--- src/rtl/stack_master.sv ---
// Initiator for the byte stack: turns client push/pop handshakes into single-cycle
// write/read strobes and tracks occupancy locally so the stack never over/underflows.
module stack_master #(
    parameter int DATA_W = 8,
    parameter int DEPTH  = 8,
    parameter int RD_LAT = 0
) (
    input  logic                       clk,
    input  logic                       reset,
    input  logic                       push_req,
    input  logic [DATA_W-1:0]          push_data,
    output logic                       push_ack,
    input  logic                       pop_req,
    output logic [DATA_W-1:0]          pop_data,
    output logic                       pop_valid,
    output logic                       write,
    output logic                       read,
    output logic [DATA_W-1:0]          data_in,
    input  logic [DATA_W-1:0]          data_out,
    output logic [$clog2(DEPTH):0]     count,
    output logic                       full,
    output logic                       empty,
    output logic                       error
);

    // state | meaning
    // IDLE  | arbitrate requests, pop first
    // PUSH  | write strobe + push_ack
    // GAP   | mandatory low cycle after a write
    // POP   | read strobe
    // WAIT  | wait RD_LAT cycles for data_out
    // DONE  | pop_valid pulse, doubles as inter-strobe gap
    typedef enum logic [2:0] {IDLE, PUSH, GAP, POP, WAIT, DONE} state_t;

    localparam int CNT_W  = $clog2(DEPTH) + 1;
    localparam int WAIT_W = 2;

    state_t              r_state;
    logic [CNT_W-1:0]    r_count;
    logic [WAIT_W-1:0]   r_wait_cnt;
    logic [DATA_W-1:0]   r_pop_data;
    logic [DATA_W-1:0]   r_data_in;
    logic                r_write;
    logic                r_read;
    logic                r_push_ack;
    logic                r_pop_valid;
    logic                r_error;
    logic                w_full;
    logic                w_empty;

    assign w_full  = (r_count == CNT_W'(DEPTH));
    assign w_empty = (r_count == '0);

    always_ff @(posedge clk) begin
        if (reset) begin
            r_state     <= IDLE;
            r_count     <= '0;
            r_wait_cnt  <= '0;
            r_pop_data  <= '0;
            r_data_in   <= '0;
            r_write     <= 1'b0;
            r_read      <= 1'b0;
            r_push_ack  <= 1'b0;
            r_pop_valid <= 1'b0;
            r_error     <= 1'b0;
        end else begin
            r_write     <= 1'b0;
            r_read      <= 1'b0;
            r_push_ack  <= 1'b0;
            r_pop_valid <= 1'b0;
            case (r_state)
                IDLE: begin
                    if (pop_req && !w_empty) begin
                        r_state <= POP;
                        r_read  <= 1'b1;
                    end else if (push_req && !w_full) begin
                        r_state    <= PUSH;
                        r_write    <= 1'b1;
                        r_push_ack <= 1'b1;
                        r_data_in  <= push_data;
                    end else if (pop_req || push_req) begin
                        r_error <= 1'b1;
                    end
                end
                PUSH: begin
                    r_count <= r_count + CNT_W'(1);
                    r_state <= GAP;
                end
                GAP: r_state <= IDLE;
                POP: begin
                    r_count <= r_count - CNT_W'(1);
                    if (RD_LAT == 0) begin
                        r_pop_data  <= data_out;
                        r_pop_valid <= 1'b1;
                        r_state     <= DONE;
                    end else begin
                        r_wait_cnt <= WAIT_W'(RD_LAT - 1);
                        r_state    <= WAIT;
                    end
                end
                WAIT: begin
                    // Sample on the last WAIT edge, RD_LAT cycles after read.
                    if (r_wait_cnt == '0) begin
                        r_pop_data  <= data_out;
                        r_pop_valid <= 1'b1;
                        r_state     <= DONE;
                    end else begin
                        r_wait_cnt <= r_wait_cnt - WAIT_W'(1);
                    end
                end
                DONE: r_state <= IDLE;
                default: r_state <= IDLE;
            endcase
        end
    end

    assign write     = r_write;
    assign read      = r_read;
    assign push_ack  = r_push_ack;
    assign pop_valid = r_pop_valid;
    assign pop_data  = r_pop_data;
    assign data_in   = r_data_in;
    assign count     = r_count;
    assign full      = w_full;
    assign empty     = w_empty;
    assign error     = r_error;

endmodule
--- config.mk ---
export PLATFORM = sky130hd
export DESIGN_NAME = stack_master
export DESIGN_NICKNAME = d
export VERILOG_FILES = /design/src/rtl/stack_master.sv
export SDC_FILE = /design/constraint.sdc
export NUM_CORES = 1
export LEC_CHECK = 0
export CAP_MARGIN = 25
export CORE_MARGIN = 2
export CORE_UTILIZATION = 46
export DETAILED_ROUTE_END_ITERATION = 8
export PLACE_DENSITY_LB_ADDON = 0.25
export SLEW_MARGIN = 15
export SYNTH_ARGS = -nofsm -noshare
export SYNTH_HDL_FRONTEND = slang
export SYNTH_SLANG_ARGS = --single-unit
--- constraint.sdc ---
create_clock -name clk -period 5.7 [get_ports clk]
set_clock_uncertainty 0.2 [all_clocks]
set_input_delay 0.57 -clock clk [delete_from_list [all_inputs] [get_ports clk]]
set_output_delay 0.57 -clock clk [all_outputs]
set_load 0.005 [all_outputs]
## After elaboration in Yosys (flattened, before gate mapping)

Index checks and enable logic that the tools add are counted.

- Flip-flop bits (word level): 29
- Input port bits: 20
- Word-level logic and storage cells: 50

- $add $sub $neg: 3
- Eq/ne operators: 6
- Multiplexer cells: 11
- Bitwise logic cells: 4
- Reductions and logical operators: 17

Operator list:

| cell | number |
|---|---|
| 8-bit one-hot mux with 2 select lines | 1 |
| 3-bit one-hot mux with 4 select lines | 1 |
| 3-bit 2-to-1 mux | 3 |
| 8-bit 2-to-1 mux | 1 |
| 4-bit one-hot mux with 2 select lines | 1 |
| 2-bit AND reduction | 3 |
| 4-bit by 1-bit adder with 4-bit output, second input constant | 1 |
| 4-bit == test, second input constant | 1 |
| 4-bit zero test | 1 |
| 1-bit NOT | 4 |
| 4-bit AND reduction | 1 |
| 2-bit nonzero test | 2 |
| 4-bit by 1-bit subtractor with 4-bit output, second input constant | 1 |
| 3-bit by 1-bit == test with 1-bit output, second input constant | 1 |
| 3-bit by 2-bit == test with 1-bit output, second input constant | 1 |
| 3-bit == test, second input constant | 1 |
| 3-bit zero test | 1 |
| 1-bit 2-to-1 mux | 3 |
| 3-bit inequality test, second input constant | 1 |
| 3-bit AND reduction | 1 |
| 3-bit OR reduction | 1 |
| 1-bit logical AND | 2 |
| 1-bit zero test | 2 |
| 2-bit zero test | 1 |
| 5 further kinds | 5 |

## Logic depth before layout (Yosys ltp)

- Word-level depth: 6
- Gate-level depth with buffers: 9
- Depth with buffers taken out: 8

## Worst setup path before layout

No wires, ideal clock.

- Path kind: reg2reg
- Start point: reg r_state[0]
- End point: reg r_count[3], in the netlist count[3]
- Setup time: 0.121 ns
- Arrival: 1.958 ns
- Data required time: 5.379 ns
- Slack: 3.422 ns
- Cell stages (with the launch flop): 10
- Cell sequence: dfxtp_1 -> nor2b_1 -> buf_2 -> nand2_1 -> inv_1 -> ha_1 -> a21o_2 -> a21oi_1 -> mux2i_1 -> mux2_2

- Cells in the longest elaborated chain, start to end: 2
- Elaborated cells on any way between the ends: 4

Ends and longest elaborated chain:

| element | line | RTL |
|---|---|---|
| from (decl) | 38 | `state_t r_state;` |
| from (signal assigned) | 56 | `r_state <= IDLE;` |
| from (signal assigned) | 74 | `r_state <= POP;` |
| from (signal assigned) | 77 | `r_state <= PUSH;` |
| 3-bit by 2-bit == test with 1-bit output / 3-bit by 1-bit == test with 1-bit output (equally long branches) | 71 | `case (r_state)` |
| 4-bit one-hot mux with 2 select lines / 2-bit nonzero test (equally long branches) | n/a |  |
| to (signal assigned) | 86 | `r_count <= r_count + CNT_W'(1);` |
| to (signal assigned) | 91 | `r_count <= r_count - CNT_W'(1);` |
| to (decl) | 39 | `logic [CNT_W-1:0] r_count;` |

Parallel ways exist; a longest one is shown, timed or not.
A chain may end at the register's enable or synchronous reset.

## Final worst setup path

Same ends and word-level chain as after synthesis.

==> results.cfg <==
[outcome]
outcome = finished clean

[grt]
antenna_found_initial = 0
grt_pass1_wl_mm = 4.42
grt_overflow_total = 0
grt_util_all_layers_pct = 17.8
grt_max_degree = 31
grt_pass1_vias = 1021

[floorplan]
start_util_pct = 49.0
die_x_um = 55.6
fp.dieArea_sq_mm = 0.00309
coreArea_sq_mm = 0.00250
pin_count = 47
die_y_um = 55.6
row_count = 18

[sta]
fmax_ghz = 0.374
finalHoldViolCount = 0
worst_pin_slew_ps = 524
postLayoutSetupSlackWorst_ps = 3030
setup_viol = 0
slew_headroom_pct = 65.0
fin_crit_sh_pct = 46.9
setup_tns_ps = 0
min_period_ps = 2670
rsz0062_at_grt = no
maxSlewViolCount = 0

[layout]
multiInputGateArea_sq_um = 582
n_antenna_cell = 0
finalNonFillerCells = 202
syn_to_final_growth_pct = 43.4
nets = 195
utilization_pct = 70.3
postLayoutCellArea_sq_mm = 0.00176
drive_gt1_share_pct = 8.14
seq_area_sq_um = 581
nFillCells = 184

[clock_network]
cts-htree-levels = 2
root_buffer = clkbuf_4
cts_tree = built
clockBufferDepth = 2
post_cts.repair.setup_buffers = 0
hold_buffers = 0
clkSlewWorstSetupHoldPaths_ps = 90
cts_sinks = 29
cts_buffers = 5
cts_resized = 0
clock_latency_ps = 310

[route]
dr.pass1.iters = 4
wl_per_cell_um = 12.7
drtIter0Drc = 15
via_per_inst = 5.05
via_count = 1021
finalWirelength_mm = 2.57
ant_nets = 0
drc_errors = 0

[power_and_ir_drop]
switching_power_uw = 159
pwr-share-comb_pct = 33.4
power.density_mw_per_mm2 = 310
pwr-share-clk_pct = 20.4
leakage_nw = 0.767
p_int_uw = 385
seq_power_share_pct = 46.2
peakVddDrop_uv = 220
p_sw_share_pct = 29.2

[setup_path]
path_class = reg -> reg
setup.worst_path.start_class = register
cp.arrival_ps = 2680
crit_fanout = 7
slowest_delay_ps = 470
worstPathCellList = nor2b_1 -> nand2_1 -> inv_1 -> ha_1 -> a21o_2 -> a21oi_1 -> mux2i_1 -> mux2_2
cp.required_ps = 5710
rrSetupSlack_ps = 3030
crit_path_end_kind = register
slowest_stage = nor2b_1

[logic_synthesis]
ys_ff_latch = 29
synth_cell_type_count = 32
syn_inst = 122
netlist_area_sq_mm = 0.00123
ys_warn_count = 0
yosysTopAreaCell = dfxtp_1
synth_top_area_share_pct = 47.3
synth_top_cells_by_area = dfxtp_1 (47%), mux2i_1 (15%), nor2_1 (8.3%)
seq_area_frac_synth_pct = 47.3
avgSynthCellArea_sq_um = 10.1
synth_fp_nets = 146

[placement]
placed_cells = 193
routabilityCongestion = 0.759
dp_hpwl_mm = 1.96
port_buffers = 46
place_ws_ps = 3040
place_area_sq_mm = 0.00169

[worst_hold_path]
hold_path_class = reg -> reg

[run]
maxCapViolations = 0
-- critical path, delay by kind of cell (launching register included) --
family / cells / cell delay, ps
flip-flops: 1 / 400
multiplexers: 2 / 550
buffers and inverters: 1 / 120
AND/OR/NAND/NOR: 2 / 690
AO/OA/AOI/OAI: 2 / 390
adder cells (fa/ha/maj): 1 / 230
-- metrics by stage --
step | power, mW | hold slack [ps]
after floorplan | 0.354 | 278
after global placement | 0.431 | 268
after detailed placement | 0.438 | 281
after CTS | 0.551 | 299
after global routing | 0.579 | 320
final | 0.545 | 295
-- placed cells by master, fill, tap and decap left out, drive strengths merged, types with 3 or more instances in the layout --
cell	n
dfxtp	29
clkdlybuf4s50	46
ha	3
clkbuf	8
nor3	3
nor2	27
inv	7
xnor2	3
a21oi	3
mux2i	18
-- synthesized netlist by cell type --
| cell type | instances |
|---|---|
| a2111oi_0 | 1 |
| a211oi_1 | 2 |
| a21o_2 | 1 |
| a21oi_1 | 3 |
| a32oi_1 | 1 |
| buf_1 | 1 |
| buf_2 | 2 |
| buf_4 | 2 |
| dfxtp_1 | 29 |
| dlygate4sd1_1 | 1 |
| fa_1 | 1 |
| ha_1 | 3 |
| inv_1 | 7 |
| mux2_2 | 2 |
| mux2i_1 | 18 |
| nand2_1 | 1 |
| nand2b_1 | 1 |
| nand3_1 | 1 |
| nand4_4 | 1 |
| nor2_1 | 27 |
| nor2b_1 | 2 |
| nor3_1 | 3 |
| nor4_1 | 1 |
| o21ai_0 | 1 |
| o21ba_2 | 1 |
| o221ai_1 | 1 |
| o31ai_1 | 1 |
| or3_1 | 1 |
| or3_2 | 1 |
| or3b_1 | 1 |
| or4b_4 | 1 |
| xnor2_1 | 3 |
-- state kept, by name (all words and copies together), names as in the netlist --
| signal | flops |
|---|---|
| count | 4 |
| data_in | 8 |
| error | 1 |
| pop_data | 8 |
| pop_valid | 1 |
| push_ack | 1 |
| r_state | 3 |
| r_wait_cnt | 2 |
| read | 1 |
-- metal layers --
| metal | track usage, % | wire (um) | share of wire, % |
|---|---|---|---|
| met1 | 19.9 | 1080 | 42 |
| met2 | 32.7 | 1350 | 52 |
| met5 | 0 | 0 | 0 |
| met3 | 5.12 | 125 | 4.9 |
| met4 | 5.23 | 13 | 0.51 |
-- power by group through the flow --
stage | clock, mW | combinational [mW] | sequential [mW]
finish | 0.111 | 0.182 | 0.252
CTS | 0.116 | 0.183 | 0.252
global route | 0.126 | 0.197 | 0.256
detailed placement | 0 | 0.182 | 0.256
floorplan | 0 | 0.0999 | 0.254
global placement | 0 | 0.177 | 0.254
-- area by class of cell --
cell class,count,share of cell area (%)
clock buffers,8,2.78
well taps,30,2.14
inverters,7,1.49
flip-flops and latches,29,33.0
multi-input cells,80,33.1
repair buffers,48,27.5
-- final timing paths --
| kind | startpoint | end | cells after the start |
|---|---|---|---|
| min | data_in[0]$_SDFFE_PP0P_ | data_in[0]$_SDFFE_PP0P_ | 2 |
| max | r_state[0]$_SDFFE_PP0P_ | count[3]$_SDFFE_PP0P_ | 8 |
| max reg2reg | r_state[0]$_SDFFE_PP0P_ | count[3]$_SDFFE_PP0P_ | 8 |
| min reg2reg | data_in[0]$_SDFFE_PP0P_ | data_in[0]$_SDFFE_PP0P_ | 2 |
-- cells by family after synthesis --
logic type | after synthesis | synth area share, %
buf+inv | 13 | 5.20
xor+xnor | 3 | 2.14
compound gates | 12 | 7.14
fa+ha+maj | 4 | 4.69
mux | 20 | 16.5
simple gates | 41 | 16.9
flops | 29 | 47.3
Note: power is estimated with default switching activity, not from simulation.
